<file path="src/rtl/calc_pkg.sv">
// Shared calculator constants, BCD codes and the result_to_digits FSM state type.
package calc_pkg;

   localparam int DIGITS = 5;
   localparam logic [3:0] BCD_ERR   = 4'hE;
   localparam logic [3:0] BCD_BLANK = 4'hF;

   typedef enum logic [1:0] {
      IDLE  = 2'd0,
      ABS   = 2'd1,
      SHIFT = 2'd2,
      DONE  = 2'd3
   } r2d_state_t;

   // Largest magnitude representable in n decimal digits: 10^n - 1.
   function automatic longint unsigned max_for_digits(input int n);
      longint unsigned p;
      p = 64'd1;
      for (int i = 0; i < n; i++) p = p * 64'd10;
      return p - 64'd1;
   endfunction

   localparam longint unsigned MAX_DISPLAY = max_for_digits(DIGITS);

endpackage

</file>
<file path="src/rtl/dabble_step.sv">
// Combinational add-3 correction applied to every BCD nibble before a shift.
module dabble_step #(
   parameter int DIGITS = calc_pkg::DIGITS
) (
   input  logic [DIGITS*4-1:0] bcd_in,
   output logic [DIGITS*4-1:0] bcd_out
);

   for (genvar i = 0; i < DIGITS; i++) begin : g_nib
      assign bcd_out[i*4 +: 4] = (bcd_in[i*4 +: 4] >= 4'd5) ? bcd_in[i*4 +: 4] + 4'd3
                                                             : bcd_in[i*4 +: 4];
   end

endmodule

</file>
<file path="src/rtl/result_to_digits.sv">
// Signed result to BCD digits + sign via iterative shift-and-add-3.
// Optional BLANK_LEADING_ZEROS_EN replaces leading zero digits with blanks.
module result_to_digits
   import calc_pkg::*;
#(
   parameter int WIDTH  = 18,
   parameter int DIGITS = calc_pkg::DIGITS
) (
   input  logic                clk,
   input  logic                reset,
   input  logic                start,
   input  logic [WIDTH-1:0]    value,
   output logic                busy,
   output logic                done,
   output logic [DIGITS*4-1:0] digits,
   output logic                plus,
   output logic                overflow,
   output r2d_state_t          dbg_state
);

   localparam int DW = DIGITS * 4;
   localparam int CW = $clog2(WIDTH + 1);
   localparam longint unsigned MAX_MAG = max_for_digits(DIGITS);

   r2d_state_t       state;
   logic [CW-1:0]    cnt;
   logic [WIDTH-1:0] shreg;
   logic [DW-1:0]    bcd;
   logic             neg_r;
   logic             ovf_r;

   logic [WIDTH-1:0] abs_val;
   logic [DW-1:0]    dab_out;
   logic [DW-1:0]    final_digits;

   // shreg holds the raw captured value until ABS rewrites it with the magnitude.
   assign abs_val   = shreg[WIDTH-1] ? (~shreg + 1'b1) : shreg;
   assign dbg_state = state;

   dabble_step #(.DIGITS(DIGITS)) u_dabble (
      .bcd_in  (bcd),
      .bcd_out (dab_out)
   );

`ifdef BLANK_LEADING_ZEROS_EN
   logic lead;
   always_comb begin
      final_digits = bcd;
      lead         = 1'b1;
      for (int i = DIGITS - 1; i >= 1; i--) begin
         if (lead && (bcd[i*4 +: 4] == 4'd0)) final_digits[i*4 +: 4] = BCD_BLANK;
         else                                 lead = 1'b0;
      end
   end
`else
   assign final_digits = bcd;
`endif

   always_ff @(posedge clk or negedge reset) begin
      if (!reset) begin
         state    <= IDLE;
         cnt      <= '0;
         shreg    <= '0;
         bcd      <= '0;
         neg_r    <= 1'b0;
         ovf_r    <= 1'b0;
         busy     <= 1'b0;
         done     <= 1'b0;
         digits   <= '0;
         plus     <= 1'b1;
         overflow <= 1'b0;
      end else begin
         done <= 1'b0;
         case (state)
            IDLE: begin
               if (start) begin
                  shreg <= value;
                  busy  <= 1'b1;
                  state <= ABS;
               end
            end
            ABS: begin
               neg_r <= shreg[WIDTH-1];
               shreg <= abs_val;
               ovf_r <= 64'(abs_val) > MAX_MAG;
               bcd   <= '0;
               cnt   <= CW'(WIDTH);
               state <= SHIFT;
            end
            SHIFT: begin
               // Bits leaving the top of the accumulator only matter on overflow.
               bcd   <= {dab_out[DW-2:0], shreg[WIDTH-1]};
               shreg <= {shreg[WIDTH-2:0], 1'b0};
               cnt   <= cnt - CW'(1);
               if (cnt == CW'(1)) state <= DONE;
            end
            DONE: begin
               digits   <= ovf_r ? {DIGITS{BCD_ERR}} : final_digits;
               plus     <= ~neg_r;
               overflow <= ovf_r;
               done     <= 1'b1;
               busy     <= 1'b0;
               state    <= IDLE;
            end
            default: state <= IDLE;
         endcase
      end
   end

endmodule
</file>
<file path="config.mk">
export PLATFORM = sky130hd
export DESIGN_NAME = result_to_digits
export DESIGN_NICKNAME = d
export VERILOG_FILES = /design/src/rtl/calc_pkg.sv /design/src/rtl/dabble_step.sv /design/src/rtl/result_to_digits.sv
export SDC_FILE = /design/constraint.sdc
export NUM_CORES = 1
export LEC_CHECK = 0
export ABC_AREA = 0
export CELL_PAD_IN_SITES_DETAIL_PLACEMENT = 0
export CELL_PAD_IN_SITES_GLOBAL_PLACEMENT = 1
export CORE_UTILIZATION = 25
export CTS_CLUSTER_SIZE = 12
export DETAILED_ROUTE_END_ITERATION = 8
export PLACE_DENSITY = 0.61
export SLEW_MARGIN = 20
export SYNTH_ARGS = -nofsm -noshare
export SYNTH_HDL_FRONTEND = slang
export SYNTH_HIERARCHICAL = 1
export SYNTH_SLANG_ARGS = --single-unit
</file>
<file path="constraint.sdc">
create_clock -name clk -period 4.16 [get_ports clk]
set_input_delay 0.624 -clock clk [delete_from_list [all_inputs] [get_ports clk]]
set_output_delay 0.624 -clock clk [all_outputs]
set_load 0.02 [all_outputs]
</file>
==> flow_summary.json <==
{
  "outcome": "finished clean",
  "final_area_um2": 4980,
  "initial_utilization_pct": 26.0,
  "row_count": 45,
  "setup_viol": 0,
  "area_delta_synth_final_pct": 24.8,
  "end_kind": "flip-flop",
  "reg2reg_depth": 8,
  "cts_tree": "yes",
  "grt.total_usage_pct": 12.7,
  "worstPathCellList": "inv_1 -> ha_1 -> nor3b_1 -> nand2_1 -> o21a_1 -> xor2_1 -> and3_1 -> o221a_2",
  "switching_share_pct": 41.9,
  "final_layout_size_suffix_gt1_share_pct": 9.01,
  "start_kind": "flip-flop",
  "p_per_area_nw_per_um2": 782,
  "cts_inserted_buffers": 9,
  "io_pins": 47,
  "synth_nets": 460,
  "slew_headroom_pct": 32.9,
  "p_leak_nw": 2.12,
  "antennaDiodeCount": 0,
  "report.final.slew_viol_count": 0,
  "grt_overflow": 0,
  "vias": 3271,
  "filler_cell_count": 1593,
  "drc": 0,
  "drt_pass1_iterations": 5,
  "skew_ps": 7.19,
  "max_freq_ghz": 0.405,
  "wl_per_cell_um": 14.6,
  "grt_pass1_wl_um": 16400,
  "syn_inst": 422,
  "internal_power_w": 0.00226,
  "die-area_um2": 16500,
  "dieWidth_um": 128,
  "drt_iter0_drc": 202,
  "grt_pass1_vias": 3155,
  "worst_slew_pin_slew_ps": 1010,
  "slowest_stage": "nor3b_1",
  "syn_area_um2": 3990,
  "setup.worst_path.start": "shreg[0]",
  "portBuffers": 46,
  "ff2ff_setup_slack_ps": 1690,
  "antenna_found_initial": 0,
  "worst_ir_drop_vdd_mv": 0.303,
  "p_seq_share_pct": 30.2,
  "avgSynthCellArea_um2": 9.46,
  "crit_fanout": 5,
  "core_area_um2": 15400,
  "clockBufferDepth": 2,
  "critical_path_class": "flip-flop to flip-flop",
  "timing.final.crit_period_ps": 2470,
  "comb_power_share_pct": 48.4,
  "place.detailed.hpwl_um": 6820,
  "worstHoldPathType": "input pin to async pin",
  "grt_max_degree": 39,
  "regToRegStartpoint": "shreg[0]",
  "switchingPower_w": 0.00163,
  "routabilityCongestion": 0.806,
  "postCtsSetupRepairBufs": 0,
  "cts_max_level": 3,
  "worstPathArrival_ps": 2680,
  "final.period_utilization_pct": 59.4,
  "die_height_um": 128,
  "cpPeakStageDelay_ps": 600,
  "critical_path_required_ps": 4370,
  "cts_sinks": 71,
  "insertion_delay_ps": 330,
  "max_cap_violations": 0,
  "cts-resized-gates": 0,
  "critical_path.top_delay_family": "simple AND/OR/NAND/NOR gates",
  "timing.hold.ws_ps": 359,
  "holdBufCountCts": 0,
  "ys.warnings.count": 6,
  "dpl_cell_area_um2": 4660,
  "cts-root-buf": "clkbuf_16",
  "critPathBufInv": 1,
  "rsz0062_at_grt": "false",
  "tns_ps": 0,
  "r2r-end": "ovf_r",
  "pwr-share-clk_pct": 21.4,
  "hold_viol_final": 0,
  "ant_nets": 0,
  "routed_wl_um": 9860,
  "nets": 500,
  "routed_via_density": 4.83,
  "clk_pin_slew_ps": 60
}
per-layer routing:
layer | wire, um | GRT usage [%] | vias up
li1 | - | - | 1583
met1 | 4710 | 17.1 | 1607
met2 | 4540 | 20.3 | 73
met3 | 537 | 3.66 | 8
met4 | 76 | 2.70 | 0
met5 | 0 | 0 | -
area by class of cell:
cell class	instances	area, um2	area share, %
Clock inverter	5	81.3	1.63
Multi-Input combinational cell	292	1980	39.7
Inverter	35	131	2.64
Sequential cell	71	1780	35.7
Tap cell	211	264	5.30
Timing Repair Buffer	53	508	10.2
Clock buffer	10	239	4.80
worst max path at each step:
| stage | end | slack (ps) | depth (start not counted) |
|---|---|---|---|
| floorplan | shreg[15] | 1840 | 8 |
| global placement | shreg[4] | 1710 | 8 |
| detailed placement | ovf_r | 1740 | 8 |
| CTS | ovf_r | 1720 | 8 |
| global route | shreg[11] | 1510 | 8 |
| finish | ovf_r | 1690 | 8 |
power groups by stage:
stage | clock network, W | registers (W) | logic [W]
after floorplan | 0 | 0.00123 | 0.00121
after global placement | 0 | 0.00119 | 0.00189
after detailed placement | 0 | 0.00119 | 0.00191
after CTS | 0.000859 | 0.00118 | 0.00191
after global routing | 0.000890 | 0.00121 | 0.00210
final | 0.000835 | 0.00118 | 0.00188
placed cells by master, fill, tap and decap left out, drive strengths merged, types with 3 or more instances in the layout:
| cell | count |
|---|---|
| a211oi | 5 |
| a21oi | 17 |
| a221oi | 8 |
| a222oi | 3 |
| a22o | 15 |
| a22oi | 4 |
| and3 | 6 |
| buf | 8 |
| clkbuf | 10 |
| clkdlybuf4s50 | 45 |
| dfrtp | 70 |
| ha | 17 |
| inv | 36 |
| mux2 | 4 |
| mux2i | 11 |
| nand2 | 41 |
| nand2b | 11 |
| nand3 | 3 |
| nor2 | 31 |
| nor3 | 5 |
| o21a | 4 |
| o21ai | 42 |
| o22a | 12 |
| o22ai | 5 |
| o31ai | 9 |
| or3 | 7 |
| or4 | 3 |
| xnor2 | 11 |
flip-flops by register name, indices dropped and copies added (netlist names):
| name | cells |
|---|---|
| done | 1 |
| shreg | 18 |
| ovf_r | 1 |
| plus | 1 |
| bcd | 20 |
| cnt | 5 |
| busy | 1 |
| overflow | 1 |
| neg_r | 1 |
| digits | 20 |
| dbg_state | 2 |
through the flow:
| step | cells | total power [W] | util [%] | setup WS [ps] |
|---|---|---|---|---|
| 2_1_floorplan | 422 | 0.00244 | - | 1840 |
| 3_3_place_gp | 662 | 0.00308 | 30.3 | 1710 |
| 3_5_place_dp | 662 | 0.00310 | 30.3 | 1740 |
| 4_1_cts | 677 | 0.00395 | 32.4 | 1720 |
| 5_1_grt | 677 | 0.00421 | 32.4 | 1510 |
| 6_report | 677 | 0.00389 | 32.4 | 1690 |
Note: power is estimated with default switching activity, not from simulation.
